==> src/rtl/dmem_arb_pkg.sv <==
// dmem_arb_pkg
//   Shared types and constants for the data-memory arbiter.
//   - arb_state_e : arbitration FSM state; names the owner of the previous cycle
//   - arb_port_e  : which master owns the memory port this cycle
//   - F3_*        : load/store size codes carried on the funct3 lines
//   - WAIT_CNT_W  : width of the DMA starvation counter
package dmem_arb_pkg;

  typedef enum logic [1:0] {
    ST_IDLE       = 2'd0,
    ST_CORE       = 2'd1,
    ST_DMA        = 2'd2,
    ST_DMA_LOCKED = 2'd3
  } arb_state_e;

  typedef enum logic {
    PORT_CORE = 1'b0,
    PORT_DMA  = 1'b1
  } arb_port_e;

  localparam logic [2:0] F3_LB  = 3'b000;
  localparam logic [2:0] F3_LH  = 3'b001;
  localparam logic [2:0] F3_LW  = 3'b010;
  localparam logic [2:0] F3_LBU = 3'b100;
  localparam logic [2:0] F3_SB  = 3'b000;
  localparam logic [2:0] F3_SH  = 3'b001;
  localparam logic [2:0] F3_SW  = 3'b010;

  localparam int WAIT_CNT_W = 4;

endpackage

==> src/rtl/dmem_arbiter_if.sv <==
// dmem_arbiter_if
//   Bundles the core request port, the DMA request port and the data-memory
//   port of the arbiter.
//   - slave  : arbiter view (takes requests and mem_rd, drives grants/mem_*)
//   - master : environment view (drives requests and mem_rd)
interface dmem_arbiter_if #(
  parameter int DM_ADDRESS = 9,
  parameter int DATA_W     = 32
);

  // core (MEM stage) port
  logic                  core_req;
  logic                  core_we;
  logic [DM_ADDRESS-1:0] core_addr;
  logic [DATA_W-1:0]     core_wdata;
  logic [2:0]            core_funct3;
  logic                  core_gnt;
  logic                  core_stall;
  logic                  core_rvalid;
  logic [DATA_W-1:0]     core_rdata;

  // DMA / loader port
  logic                  dma_req;
  logic                  dma_we;
  logic [DM_ADDRESS-1:0] dma_addr;
  logic [DATA_W-1:0]     dma_wdata;
  logic [2:0]            dma_funct3;
  logic                  dma_lock;
  logic                  dma_gnt;
  logic                  dma_rvalid;
  logic [DATA_W-1:0]     dma_rdata;

  // data memory port
  logic                  mem_read;
  logic                  mem_write;
  logic [DM_ADDRESS-1:0] mem_a;
  logic [DATA_W-1:0]     mem_wd;
  logic [2:0]            mem_funct3;
  logic [DATA_W-1:0]     mem_rd;

  modport slave (
    input  core_req, core_we, core_addr, core_wdata, core_funct3,
    output core_gnt, core_stall, core_rvalid, core_rdata,
    input  dma_req, dma_we, dma_addr, dma_wdata, dma_funct3, dma_lock,
    output dma_gnt, dma_rvalid, dma_rdata,
    output mem_read, mem_write, mem_a, mem_wd, mem_funct3,
    input  mem_rd
  );

  modport master (
    output core_req, core_we, core_addr, core_wdata, core_funct3,
    input  core_gnt, core_stall, core_rvalid, core_rdata,
    output dma_req, dma_we, dma_addr, dma_wdata, dma_funct3, dma_lock,
    input  dma_gnt, dma_rvalid, dma_rdata,
    input  mem_read, mem_write, mem_a, mem_wd, mem_funct3,
    output mem_rd
  );

endinterface

==> src/rtl/dmem_arb_starve_cnt.sv <==
// dmem_arb_starve_cnt
//   Saturating wait counter counting consecutive cycles the DMA port has
//   requested without being granted.
//   Ports:
//     clk      in   clock
//     reset    in   synchronous active-high reset (clears the count)
//     i_inc    in   DMA requested and lost this cycle
//     i_clr    in   DMA granted, or not requesting
//     o_at_max out  count has reached MAX_WAIT
module dmem_arb_starve_cnt
  import dmem_arb_pkg::*;
#(
  parameter int MAX_WAIT = 4
) (
  input  logic clk,
  input  logic reset,
  input  logic i_inc,
  input  logic i_clr,
  output logic o_at_max
);

  localparam logic [WAIT_CNT_W-1:0] MAX_CNT = WAIT_CNT_W'(MAX_WAIT);

  logic [WAIT_CNT_W-1:0] r_cnt;

  always_ff @(posedge clk) begin
    if (reset) begin
      r_cnt <= '0;
    end else if (i_clr) begin
      r_cnt <= '0;
    end else if (i_inc && (r_cnt != MAX_CNT)) begin
      r_cnt <= r_cnt + 1'b1;
    end
  end

  assign o_at_max = (r_cnt == MAX_CNT);

endmodule

==> src/rtl/dmem_arbiter.sv <==
// dmem_arbiter
//   Shares the single data-memory port between the pipeline MEM stage (core)
//   and a DMA/loader port. One access is granted per cycle; the loser is
//   stalled. Load data is registered so both masters see a one-cycle latency.
//   Ports:
//     clk    in   clock
//     reset  in   synchronous active-high reset
//     bus    slave modport of dmem_arbiter_if:
//              core_* / dma_* request bundles in, gnt/stall/rvalid/rdata out,
//              mem_read/mem_write/mem_a/mem_wd/mem_funct3 out, mem_rd in
module dmem_arbiter
  import dmem_arb_pkg::*;
#(
  parameter int DM_ADDRESS = 9,
  parameter int DATA_W     = 32,
  parameter int MAX_WAIT   = 4
) (
  input  logic           clk,
  input  logic           reset,
  dmem_arbiter_if.slave  bus
);

  arb_state_e        r_state;
  arb_state_e        w_state_next;
  arb_port_e         w_owner;
  logic              w_core_gnt;
  logic              w_dma_gnt;
  logic              w_any_gnt;
  logic              w_sel_we;
  logic              w_at_max;
  logic              r_core_rvalid;
  logic              r_dma_rvalid;
  logic [DATA_W-1:0] r_core_rdata;
  logic [DATA_W-1:0] r_dma_rdata;

  dmem_arb_starve_cnt #(
    .MAX_WAIT (MAX_WAIT)
  ) u_starve (
    .clk      (clk),
    .reset    (reset),
    .i_inc    (bus.dma_req & ~w_dma_gnt),
    .i_clr    (w_dma_gnt | ~bus.dma_req),
    .o_at_max (w_at_max)
  );

  // Grant decision, next state and memory mux.
  always_comb begin
    w_core_gnt   = 1'b0;
    w_dma_gnt    = 1'b0;
    w_state_next = ST_IDLE;

    // No access is issued while reset is held, so an in-flight store can
    // never reach the memory during the reset cycle.
    if (reset) begin
      w_core_gnt = 1'b0;
    end else if ((r_state == ST_DMA_LOCKED) && bus.dma_req && bus.dma_lock) begin
      w_dma_gnt = 1'b1;
    end else if (bus.dma_req && w_at_max) begin
      w_dma_gnt = 1'b1;
    end else if (bus.core_req) begin
      w_core_gnt = 1'b1;
    end else if (bus.dma_req) begin
      w_dma_gnt = 1'b1;
    end

    if (w_core_gnt) begin
      w_state_next = ST_CORE;
    end else if (w_dma_gnt) begin
      w_state_next = bus.dma_lock ? ST_DMA_LOCKED : ST_DMA;
    end

    w_owner   = w_dma_gnt ? PORT_DMA : PORT_CORE;
    w_any_gnt = w_core_gnt | w_dma_gnt;
    w_sel_we  = (w_owner == PORT_DMA) ? bus.dma_we : bus.core_we;

    bus.mem_read   = w_any_gnt & ~w_sel_we;
    bus.mem_write  = w_any_gnt &  w_sel_we;
    bus.mem_a      = '0;
    bus.mem_wd     = '0;
    bus.mem_funct3 = '0;
    if (w_any_gnt) begin
      if (w_owner == PORT_DMA) begin
        bus.mem_a      = bus.dma_addr;
        bus.mem_wd     = bus.dma_wdata;
        bus.mem_funct3 = bus.dma_funct3;
      end else begin
        bus.mem_a      = bus.core_addr;
        bus.mem_wd     = bus.core_wdata;
        bus.mem_funct3 = bus.core_funct3;
      end
    end
  end

  // State and read-return registers. rdata is only updated by a load of the
  // same port, so it holds across stores, idle cycles and the other port.
  always_ff @(posedge clk) begin
    if (reset) begin
      r_state       <= ST_IDLE;
      r_core_rvalid <= 1'b0;
      r_dma_rvalid  <= 1'b0;
      r_core_rdata  <= '0;
      r_dma_rdata   <= '0;
    end else begin
      r_state       <= w_state_next;
      r_core_rvalid <= w_core_gnt & ~bus.core_we;
      r_dma_rvalid  <= w_dma_gnt & ~bus.dma_we;
      if (w_core_gnt && !bus.core_we) begin
        r_core_rdata <= bus.mem_rd;
      end
      if (w_dma_gnt && !bus.dma_we) begin
        r_dma_rdata <= bus.mem_rd;
      end
    end
  end

  assign bus.core_gnt    = w_core_gnt;
  assign bus.dma_gnt     = w_dma_gnt;
  assign bus.core_stall  = bus.core_req & ~w_core_gnt;
  // A load return pending when reset rises is dropped immediately.
  assign bus.core_rvalid = r_core_rvalid & ~reset;
  assign bus.dma_rvalid  = r_dma_rvalid & ~reset;
  assign bus.core_rdata  = r_core_rdata;
  assign bus.dma_rdata   = r_dma_rdata;

endmodule

==> src/flat_wrapper.sv <==
// flat-port wrapper written by rule: the top's interface ports become plain ports
module dmem_arbiter_flat import dmem_arb_pkg::*;
#(
  parameter int DM_ADDRESS = 9,
  parameter int DATA_W     = 32,
  parameter int MAX_WAIT   = 4
)
  (clk, reset, bus_core_req, bus_core_we, bus_core_addr, bus_core_wdata, bus_core_funct3, bus_core_gnt, bus_core_stall, bus_core_rvalid, bus_core_rdata, bus_dma_req, bus_dma_we, bus_dma_addr, bus_dma_wdata, bus_dma_funct3, bus_dma_lock, bus_dma_gnt, bus_dma_rvalid, bus_dma_rdata, bus_mem_read, bus_mem_write, bus_mem_a, bus_mem_wd, bus_mem_funct3, bus_mem_rd);
  dmem_arbiter_if #(.DM_ADDRESS(DM_ADDRESS), .DATA_W(DATA_W)) bus_i ();
  input  logic clk;
  input  logic reset;
  input wire logic [$bits(bus_i.core_req)-1:0] bus_core_req;
  input wire logic [$bits(bus_i.core_we)-1:0] bus_core_we;
  input wire logic [$bits(bus_i.core_addr)-1:0] bus_core_addr;
  input wire logic [$bits(bus_i.core_wdata)-1:0] bus_core_wdata;
  input wire logic [$bits(bus_i.core_funct3)-1:0] bus_core_funct3;
  output wire logic [$bits(bus_i.core_gnt)-1:0] bus_core_gnt;
  output wire logic [$bits(bus_i.core_stall)-1:0] bus_core_stall;
  output wire logic [$bits(bus_i.core_rvalid)-1:0] bus_core_rvalid;
  output wire logic [$bits(bus_i.core_rdata)-1:0] bus_core_rdata;
  input wire logic [$bits(bus_i.dma_req)-1:0] bus_dma_req;
  input wire logic [$bits(bus_i.dma_we)-1:0] bus_dma_we;
  input wire logic [$bits(bus_i.dma_addr)-1:0] bus_dma_addr;
  input wire logic [$bits(bus_i.dma_wdata)-1:0] bus_dma_wdata;
  input wire logic [$bits(bus_i.dma_funct3)-1:0] bus_dma_funct3;
  input wire logic [$bits(bus_i.dma_lock)-1:0] bus_dma_lock;
  output wire logic [$bits(bus_i.dma_gnt)-1:0] bus_dma_gnt;
  output wire logic [$bits(bus_i.dma_rvalid)-1:0] bus_dma_rvalid;
  output wire logic [$bits(bus_i.dma_rdata)-1:0] bus_dma_rdata;
  output wire logic [$bits(bus_i.mem_read)-1:0] bus_mem_read;
  output wire logic [$bits(bus_i.mem_write)-1:0] bus_mem_write;
  output wire logic [$bits(bus_i.mem_a)-1:0] bus_mem_a;
  output wire logic [$bits(bus_i.mem_wd)-1:0] bus_mem_wd;
  output wire logic [$bits(bus_i.mem_funct3)-1:0] bus_mem_funct3;
  input wire logic [$bits(bus_i.mem_rd)-1:0] bus_mem_rd;
  assign bus_i.core_req = bus_core_req;
  assign bus_i.core_we = bus_core_we;
  assign bus_i.core_addr = bus_core_addr;
  assign bus_i.core_wdata = bus_core_wdata;
  assign bus_i.core_funct3 = bus_core_funct3;
  assign bus_core_gnt = bus_i.core_gnt;
  assign bus_core_stall = bus_i.core_stall;
  assign bus_core_rvalid = bus_i.core_rvalid;
  assign bus_core_rdata = bus_i.core_rdata;
  assign bus_i.dma_req = bus_dma_req;
  assign bus_i.dma_we = bus_dma_we;
  assign bus_i.dma_addr = bus_dma_addr;
  assign bus_i.dma_wdata = bus_dma_wdata;
  assign bus_i.dma_funct3 = bus_dma_funct3;
  assign bus_i.dma_lock = bus_dma_lock;
  assign bus_dma_gnt = bus_i.dma_gnt;
  assign bus_dma_rvalid = bus_i.dma_rvalid;
  assign bus_dma_rdata = bus_i.dma_rdata;
  assign bus_mem_read = bus_i.mem_read;
  assign bus_mem_write = bus_i.mem_write;
  assign bus_mem_a = bus_i.mem_a;
  assign bus_mem_wd = bus_i.mem_wd;
  assign bus_mem_funct3 = bus_i.mem_funct3;
  assign bus_i.mem_rd = bus_mem_rd;
  dmem_arbiter #(.DM_ADDRESS(DM_ADDRESS), .DATA_W(DATA_W), .MAX_WAIT(MAX_WAIT)) u_core (.clk(clk), .reset(reset), .bus(bus_i));
endmodule
==> config.mk <==
export PLATFORM = sky130hd
export DESIGN_NAME = dmem_arbiter_flat
export DESIGN_NICKNAME = d
export VERILOG_FILES = /design/src/rtl/dmem_arb_pkg.sv /design/src/rtl/dmem_arbiter_if.sv /design/src/rtl/dmem_arb_starve_cnt.sv /design/src/rtl/dmem_arbiter.sv /design/src/flat_wrapper.sv
export SDC_FILE = /design/constraint.sdc
export NUM_CORES = 1
export LEC_CHECK = 0
export ABC_AREA = 1
export BUFFER_PORTS_ARGS = -buffer_cell sky130_fd_sc_hd__buf_4
export CORE_MARGIN = 2
export CORE_UTILIZATION = 42
export CTS_CLUSTER_DIAMETER = 100
export DETAILED_ROUTE_END_ITERATION = 16
export GPL_ROUTABILITY_DRIVEN = 0
export HOLD_SLACK_MARGIN = 0.15
export PLACE_DENSITY = 0.83
export SLEW_MARGIN = 10
export SYNTH_ARGS = -nofsm -noshare
export SYNTH_HDL_FRONTEND = slang
export SYNTH_HIERARCHICAL = 1
export SYNTH_SLANG_ARGS = --single-unit
==> constraint.sdc <==
create_clock -name clk -period 2.28 [get_ports clk]
set_input_delay 0.456 -clock clk [delete_from_list [all_inputs] [get_ports clk]]
set_output_delay 0.456 -clock clk [all_outputs]
set_load 0.1 [all_outputs]
# After elaboration in Yosys (flattened, before gate mapping)
# Index checks and enable logic that the tools add are counted.
[classes]
order_cmp = 0
n_mul = 0
mux = 20
div = 0
n_reduce_logical = 10
addsub = 1
n_eq_ne = 3
shifts = 0
bitwise_logic = 17
[op_table]
columns = ["op", "count"]
rows = [
  ["$mux W32", 2],
  ["$mux W9", 2],
  ["$mux W1", 14],
  ["$and A1 B1 Y1", 8],
  ["$not A1 Y1", 7],
  ["$logic_and A1 B1 Y1", 6],
  ["$mux W3", 2],
  ["$add A4 B1 Y4 const B", 1],
  ["$eq A4 B3 Y1 const B", 1],
  ["$ne A4 B3 Y1 const B", 1],
  ["$reduce_or A3 Y1", 1],
  ["$eq A2 B2 Y1 const B", 1],
  ["$logic_not A1 Y1", 2],
  ["$or A1 B1 Y1", 2],
  ["$reduce_or A2 Y1", 1],
]
[totals]
out_inout_bits = 115
n_memories = 0
in_bits = 127
rom_bits = 0
ram_bits = 0
regBits = 72
latch_bits = 0

# Logic depth before layout (Yosys ltp)
# Gate-level depths: netlist (run 1).
[depth]
word_depth = 9
ltp_mapped = 13
ltp_nobuf = 13

# Hierarchy
# The synthesis (run 1) kept the hierarchy.
[by_module_without_submodules]
columns = ["mod", "cells_per_inst", "n_inst", "area_per_inst_um2", "seq_area_each_um2"]
rows = [
  ["dmem_arbiter", 501, 1, 3268.1, 1361.3],
  ["dmem_arb_starve_cnt", 36, 1, 242.7, 80.1],
]

# Least setup slack after synthesis (run 1)
# No wires, ideal clock.
[synth_timing]
path_kind = "reg-to-output"
from = "register u_core.u_starve.r_cnt[0]"
to = "output port bus_mem_wd[17]"
required_time_ps = 1824
stages_incl_launch_ff = 13
arrival_time_ps = 2695
setup_slack_ps = -871
n_path_buf = 1
path_cell_list = "dfxtp_1 > inv_1 > ha_1 > nand3_2 > inv_1 > nand2_1 > nand2_1 > nor2_1 > nand2_2 > nand2_4 > buf_2 > nand2_1 > nor2_1"
[synth_between]
elab_chain_len = 8
[synth_rtl]
columns = ["item", "line_no", "source"]
rows = [
  ["start, declared", "dmem_arb_starve_cnt.sv:24", "logic [WAIT_CNT_W-1:0] r_cnt;"],
  ["start signal, assigned", "dmem_arb_starve_cnt.sv:32", "r_cnt <= r_cnt + 1'b1;"],
  ["$eq A4 B3 Y1 *", "dmem_arb_starve_cnt.sv:36", "assign o_at_max = (r_cnt == MAX_CNT);"],
  ["named net u_core.w_at_max", "dmem_arbiter.sv:30", "logic w_at_max;"],
  ["$logic_and A1 B1 Y1 *", "dmem_arbiter.sv:58", "end else if (bus.dma_req && w_at_max) begin"],
  ["$mux W1", "dmem_arbiter.sv:58", ""],
  ["$mux W1", "dmem_arbiter.sv:56", "end else if ((r_state == ST_DMA_LOCKED) && bus.dma_req && bus.dma_lock) begin"],
  ["$mux W1", "dmem_arbiter.sv:54", "if (reset) begin"],
  ["$mux W1", "dmem_arbiter.sv:72", "w_owner = w_dma_gnt ? PORT_DMA : PORT_CORE;"],
  ["$mux W32", "dmem_arbiter.sv:82", "if (w_owner == PORT_DMA) begin"],
  ["$mux W32 *", "dmem_arbiter.sv:81", "if (w_any_gnt) begin"],
  ["end, declared", "flat_wrapper.sv:33", "output wire logic [$bits(bus_i.mem_wd)-1:0] bus_mem_wd;"],
]
# Mark *: on every way through the listed nets, which the timed path passes. The rest lies on a longest branch.

# Worst setup path after layout (run 1)
[layout_timing]
from = "register u_core.u_starve.r_cnt[0]"
to = "output port bus_mem_a[4]"
[layout_between]
elab_chain_len = 8
[layout_rtl]
columns = ["item", "line_no", "source"]
rows = [
  ["$eq A4 B3 Y1 *", "dmem_arb_starve_cnt.sv:36", ""],
  ["named net u_core.w_at_max", "dmem_arbiter.sv:30", ""],
  ["$logic_and A1 B1 Y1 *", "dmem_arbiter.sv:58", ""],
  ["$mux W1", "dmem_arbiter.sv:58", ""],
  ["$mux W1", "dmem_arbiter.sv:56", ""],
  ["$mux W1", "dmem_arbiter.sv:54", ""],
  ["$mux W1", "dmem_arbiter.sv:72", ""],
  ["$mux W9", "dmem_arbiter.sv:82", ""],
  ["$mux W9 *", "dmem_arbiter.sv:81", ""],
  ["end, declared", "flat_wrapper.sv:32", "output wire logic [$bits(bus_i.mem_a)-1:0] bus_mem_a;"],
]
# Marked as above.

==> results of run 1 <==
## worst max path at each step
stage                     endpoint  slack (ps)  cells past startpoint
finish                bus_mem_a[4]        -470                     12
global route        bus_mem_wd[19]        -480                     11
CTS                 bus_mem_wd[25]        -190                     13
detailed placement  bus_mem_wd[21]           7                     11
global placement    bus_mem_wd[21]          50                     11
floorplan             bus_mem_a[7]         -50                     12
## cell type report
cell class	instances	area [µm²]
timing repair buffer	267	2756
multi-input combinational	407	2525
sequential	72	1444
fill	348	928.4
tap	105	131.4
clock buffer	10	127.6
inverter	25	127.6
clock inverter	6	116.4
timing repair inverter	1	16.27
antenna	1	2.502
## stage by stage
step	worst slack (ps)	area, µm²
global placement	46.08	5808
floorplan	-48.50	3887
CTS	-190.8	6882
detailed placement	6.664	5808
global route	-476.1	7247
finish	-465.7	7247
## state kept, by name (all words and copies together), names as in the netlist
signal,cells
u_core/bus.dma_rdata,32
u_core/bus.core_rdata,32
u_core/u_starve/r_cnt,4
u_core/r_core_rvalid,1
u_core/r_dma_rvalid,1
u_core/r_state,2
## synth_stat cells
cell,n,share of area (%)
nand2_1,210,22
buf_4,3,0.64
inv_1,19,2.0
nand2_2,2,0.36
nand3_1,66,9.4
clkinv_1,2,0.21
a21boi_2,1,0.32
o21ai_0,2,0.29
nand2_4,3,0.96
buf_2,18,2.6
buf_1,4,0.43
inv_4,1,0.18
nand3b_1,35,7.5
inv_2,3,0.32
nor2_2,1,0.18
nand4_1,1,0.18
dfxtp_1,72,41
clkbuf_1,8,0.86
o21ai_1,1,0.14
ha_1,2,0.71
nand3_2,2,0.57
nor2_1,81,8.7
## layer usage
metal	part of all wire (%)	wire [µm]	GRT usage [%]	vias to the layer above
met3	14	2738	15.89	152
li1	-	-	-	2166
met5	0.11	23	0	-
met1	31	6284	36.40	2297
met4	7.8	1569	25.36	2
met2	47	9561	59.62	431
## critical path, stage by stage (launching register included)
cell and delay (ps):
dfxtp_2 370, inv_4 50, ha_4 160, nand3_4 70
inv_4 40, o21ai_4 160, nand2_4 120, nand2_8 130
inv_8 70, buf_12 150, nor2_2 330, nor2_4 90
buf_12 180
## cells by family (layout without fill, tap and decap cells)
family | count (synthesis) | in the layout | share of synthesized area (%)
buffers and inverters | 58 | 309 | 7.235
DFF | 72 | 72 | 41.05
AOI/OAI and AO/OA | 4 | 4 | 0.7482
other | 0 | 1 | 0
adders and majority gates | 2 | 2 | 0.7126
and+or+nand+nor | 401 | 401 | 50.25
## power by group through the flow
| stage | clock network (W) | logic, W | registers, W |
|---|---|---|---|
| floorplan | 0 | 0.000749 | 0.00174 |
| global placement | 0 | 0.00153 | 0.00137 |
| detailed placement | 0 | 0.00154 | 0.00137 |
| CTS | 0.00125 | 0.00177 | 0.00134 |
| global route | 0.00131 | 0.00197 | 0.00135 |
| finish | 0.00125 | 0.00193 | 0.00135 |
## what timing repair did
item | CTS | global route
setup buffers | 5 | 2
gates resized for setup | 197 | 79
setup endpoints to repair | 49 | 81
pin swaps | 6 | 29
cloned | 1 | 4
==> results.cfg, run 1 <==
[finish]
mostFrequentLayoutCell = buf_4
area_growth_pct = 106.4
nets = 912
drive_gt1_share_pct = 54.06
final_util_pct = 88.64
instances_no_fill = 894
final_cell_mix = buf_4 (206), nand2_1 (155), dfxtp_1 (70), nand3_1 (66), buf_12 (53)

[sta]
finalSetupViolCount = 49
whs_ps = 315.4
layout_min_cycle_time_ps = 2746
hold_viol_final = 0
fin_tns_setup_ps = -13770
tightestPinTransition_ps = 417.4
rsz0062_at_grt = yes
fmax_mhz = 364.2
worst_clock_skew_ps = 12.78
drv_slew = 0
finalCritPeriodShare_pct = 120.4
worst_slack_ps = -465.7
relSlewSlack_pct = 72.14

[power]
p_seq_share_pct = 29.8
combPwrFrac_pct = 42.6
power.density_nw_per_um2 = 624.5
swShare_pct = 41.10
leakagePower_nw = 3.477
power_w = 0.004525
clkPwrFrac_pct = 27.6
switching_power_w = 0.001860
peakVddDrop_mv = 0.7062
p_int_w = 0.002666

[critical_path]
critPathKind = register to output port
r2r-start = u_core/u_starve/r_cnt[0]$_SDFFE_PP0P_
end_kind = output port
r2r_slack_ps = 90
arrival_ps = 2290
r2r_cells = 12
start_kind = register
r2r_end = u_core/bus.dma_rdata[26]$_SDFFE_PP0P_
worst-path-max-fanout = 12
crit_start = u_core/u_starve/r_cnt[0]$_SDFFE_PP0P_
required_ps = 1820

[detailed_routing]
dr_total_vias = 5048
drc = 0
final_antenna_net_count = 0
drt-total-wl_um = 20180
dr.pass1.iters = 8
post_drt_wl_per_cell_um = 22.57
drt_iter0_markers = 621
vias_per_cell = 5.647

[cts]
path_clk_slew_ps = 90
hold_buffers = 0
tritoncts = done
clk_path_buf_depth = 2
cts_inserted_buffers = 9
clk_latency_ps = 340
cts_root_buffer = clkbuf_8
numClockSinks = 72
htreeDepth = 3

[place]
hpwl_um = 9871
numPortBuffers = 241
dp.cells = 865

[hold_path]
min_from = bus_mem_rd[3]
holdPathStages = 3
hold_class = primary input to register
min_to = u_core/bus.dma_rdata[3]$_SDFFE_PP0P_

[run_status]
run_status = finished with violations
violations = setup timing

[global_routing]
grt_pass1_vias = 4633
grt_pass1_wl_um = 24800
grt_use_total_pct = 36.11
grt_antenna_before_repair = 1
grt_overflow = 0
grt_max_degree = 36

[floorplan]
die_x_um = 95.43
fp.dieH_um = 95.43
dieArea_um2 = 9107
io_pins = 242
coreArea_um2 = 8175
start_util_pct = 42.94
rows = 33

[logic_synthesis]
ys_ff_latch = 72
seq_area_frac_synth_pct = 41.05
avgSynthCellArea_um2 = 6.538
synth_warnings = 6
netlist_area_um2 = 3511
syn_nets = 666
syn_inst = 537
synth_cell_type_count = 22

[run]
max_cap_viol_count = 0
No activity file was read; power rests on OpenSTA's default activity.
==> run 2: changes to the inputs <==
--- a/config.mk
+++ b/config.mk
@@ -8,7 +8,7 @@
 export ABC_AREA = 1
 export BUFFER_PORTS_ARGS = -buffer_cell sky130_fd_sc_hd__buf_4
 export CORE_MARGIN = 2
-export CORE_UTILIZATION = 42
+export CORE_UTILIZATION = 41
 export CTS_CLUSTER_DIAMETER = 100
 export DETAILED_ROUTE_END_ITERATION = 16
 export GPL_ROUTABILITY_DRIVEN = 0
@@ -17,5 +17,4 @@
 export SLEW_MARGIN = 10
 export SYNTH_ARGS = -nofsm -noshare
 export SYNTH_HDL_FRONTEND = slang
-export SYNTH_HIERARCHICAL = 1
 export SYNTH_SLANG_ARGS = --single-unit
==> results.cfg, run 2 <==
[run_status]
run_status = finished with violations
violations = setup timing

[floorplan]
die_x_um = 93.81
coreArea_um2 = 7767
dieArea_um2 = 8800
rows = 32
io_pins = 242
start_util_pct = 42.57
fp.dieH_um = 93.81

[power]
peakVddDrop_mv = 0.6043
power.density_nw_per_um2 = 654.0
leakagePower_nw = 3.329

[global_routing]
grt_pass1_wl_um = 21700
grt_pass1_vias = 4117
use_met1_pct = 32.78
met3_usage_pct = 11.56
grt_antenna_before_repair = 0
grt_use_total_pct = 32.06
grt_overflow = 0
grt_max_degree = 66
grt_use_met2_pct = 54.40
grt_busiest_layer = met2

[sta]
finalSetupViolCount = 47
rsz0062_at_grt = yes
worst_clock_skew_ps = 9.013
layout_min_cycle_time_ps = 2513
relSlewSlack_pct = 54.41
tightestPinTransition_ps = 683.8
hold_viol_final = 0
fmax_mhz = 397.9
drv_slew = 0
worst_slack_ps = -233.2
finalCritPeriodShare_pct = 110.2
whs_ps = 324.1

[logic_synthesis]
synthTopCellsByCount = nand2_1 (138), dfxtp_1 (72), nor2_1 (72), inv_1 (47), a22o_1 (44)
synth-async-reset-ratio_pct = 0
netlist_area_um2 = 3307
synth_enable_flop_cells = 0
syn_inst = 457
synth_top_area_share_pct = 43.59
synth_warnings = 0
yosysTopAreaCell = dfxtp_1
avgSynthCellArea_um2 = 7.236
synth.most_common_cell = nand2_1
seq_area_frac_synth_pct = 43.59
ys_top_cells_by_area = dfxtp_1 (44%), nand2_1 (16%), a22o_1 (12%)
syn_nets = 586
synth-main-ff-cell = dfxtp_1
synth_cell_type_count = 20
ys_ff_latch = 72

[finish]
mostFrequentLayoutCell = buf_4
final_util_pct = 84.49
drive_gt1_share_pct = 48.45
area_growth_pct = 98.45
nets = 832
antenna_cells = 0
fin_area_um2 = 6563
instances_no_fill = 810
final_cell_mix = buf_4 (205), nand2_1 (135), dfxtp_1 (70), nor2_1 (69), buf_12 (53)

[detailed_routing]
final_antenna_net_count = 0
dr_total_vias = 4317
drt_iter0_markers = 451
post_drt_wl_per_cell_um = 21.18
drt-total-wl_um = 17150
drc = 0
vias_per_cell = 5.330
dr.pass1.iters = 6

[critical_path]
required_ps = 1820
worst-path-max-fanout = 6
start_kind = register
end_kind = output port
critPathKind = register to output port
arrival_ps = 2060

[cts]
cts_root_buffer = clkbuf_8
tritoncts = done
cts_inserted_buffers = 9
htreeDepth = 3
path_clk_slew_ps = 70
hold_buffers = 0
clk_latency_ps = 340
clk_path_buf_depth = 2
numClockSinks = 72

[place]
hpwl_um = 8968
dp_slack_ps = 32.47
placed_cell_area_um2 = 5318
dp.cells = 779
numPortBuffers = 241

[run]
max_cap_viol_count = 0

[hold_path]
hold_class = primary input to register
run 2: cell count changes after synthesis, moves of 3 or more:
| cell | before | now |
|---|---|---|
| a21oi_1 | 0 | 3 |
| a22o_1 | 0 | 44 |
| buf_1 | 4 | 0 |
| buf_2 | 18 | 9 |
| buf_6 | 0 | 7 |
| inv_1 | 19 | 47 |
| nand2_1 | 210 | 138 |
| nand3_1 | 66 | 5 |
| nand3b_1 | 35 | 0 |
| nor2_1 | 81 | 72 |
| o21ai_0 | 2 | 24 |
| o21ai_1 | 1 | 10 |
run 2: repair_timing:
action | CTS | global route
gates cloned | 2 | 2
pin swaps | 7 | 5
hold endpoints to repair | 0 | 0
setup buffers | 8 | 4
gates resized for setup | 164 | 26
setup endpoints to repair | 49 | 49
run 2: logic make-up after synthesis:
| group | after synthesis | synth area share [%] |
|---|---|---|
| simple gates | 223 | 26.79 |
| compound gates | 81 | 17.25 |
| buf+inv | 78 | 11.35 |
| flops | 72 | 43.59 |
| fa+ha+maj | 2 | 0.7566 |
| xor+xnor | 1 | 0.2649 |
run 2: final cells by class:
class	instances	area [µm²]
Tap cell	102	127.6
Multi-Input combinational cell	307	1834
Clock buffer	11	131.4
Timing Repair Buffer	265	2729
Inverter	48	192.7
Sequential cell	72	1444
Clock inverter	5	103.9
Fill cell	437	1205
run 2: power breakdown:
group / internal (W) / switching (W)
clock: 0.000730 / 0.000477
sequential: 0.00132 / 0.0000331
combinational: 0.000583 / 0.00115
total: 0.00263 / 0.00166
run 2: path summary, 6_finish.rpt:
kind | startpoint | slack, ps | cells past startpoint | endpoint
worst max-delay path | u_core.u_starve.r_cnt[2]$_SDFFE_PP0P_ | -230 | 8 | bus_mem_read
worst min-delay path | bus_mem_rd[17] | 320 | 3 | u_core.bus.dma_rdata[17]$_SDFFE_PP0P_
worst max register to register | u_core.u_starve.r_cnt[2]$_SDFFE_PP0P_ | 40 | 9 | u_core.bus.dma_rdata[12]$_SDFFE_PP0P_
worst min register to register | u_core.bus.dma_rdata[25]$_SDFFE_PP0P_ | 480 | 2 | u_core.bus.dma_rdata[25]$_SDFFE_PP0P_
run 2: critical path, cell delays in order (launching register included):
cell and delay, ps:
dfxtp_1 490, nand4_1 240, nand3_2 140, nand2_4 90, buf_6 140, nor2_4 120
inv_2 80, a21oi_4 190, buf_12 210
run 2: per-stage QoR:
step                      power [W]  setup TNS (ps)
after detailed placement   0.002796               0
after CTS                  0.004199          -260.3
after floorplan            0.002392          -781.6
after global routing       0.004397           -8881
after global placement     0.002781               0
final                      0.004292           -6946
run 2: routing by layer:
layer	up-vias	routed length, µm
met2	306	8314
met4	0	1186
li1	1943	-
met1	1987	5798
met5	-	0
met3	81	1853
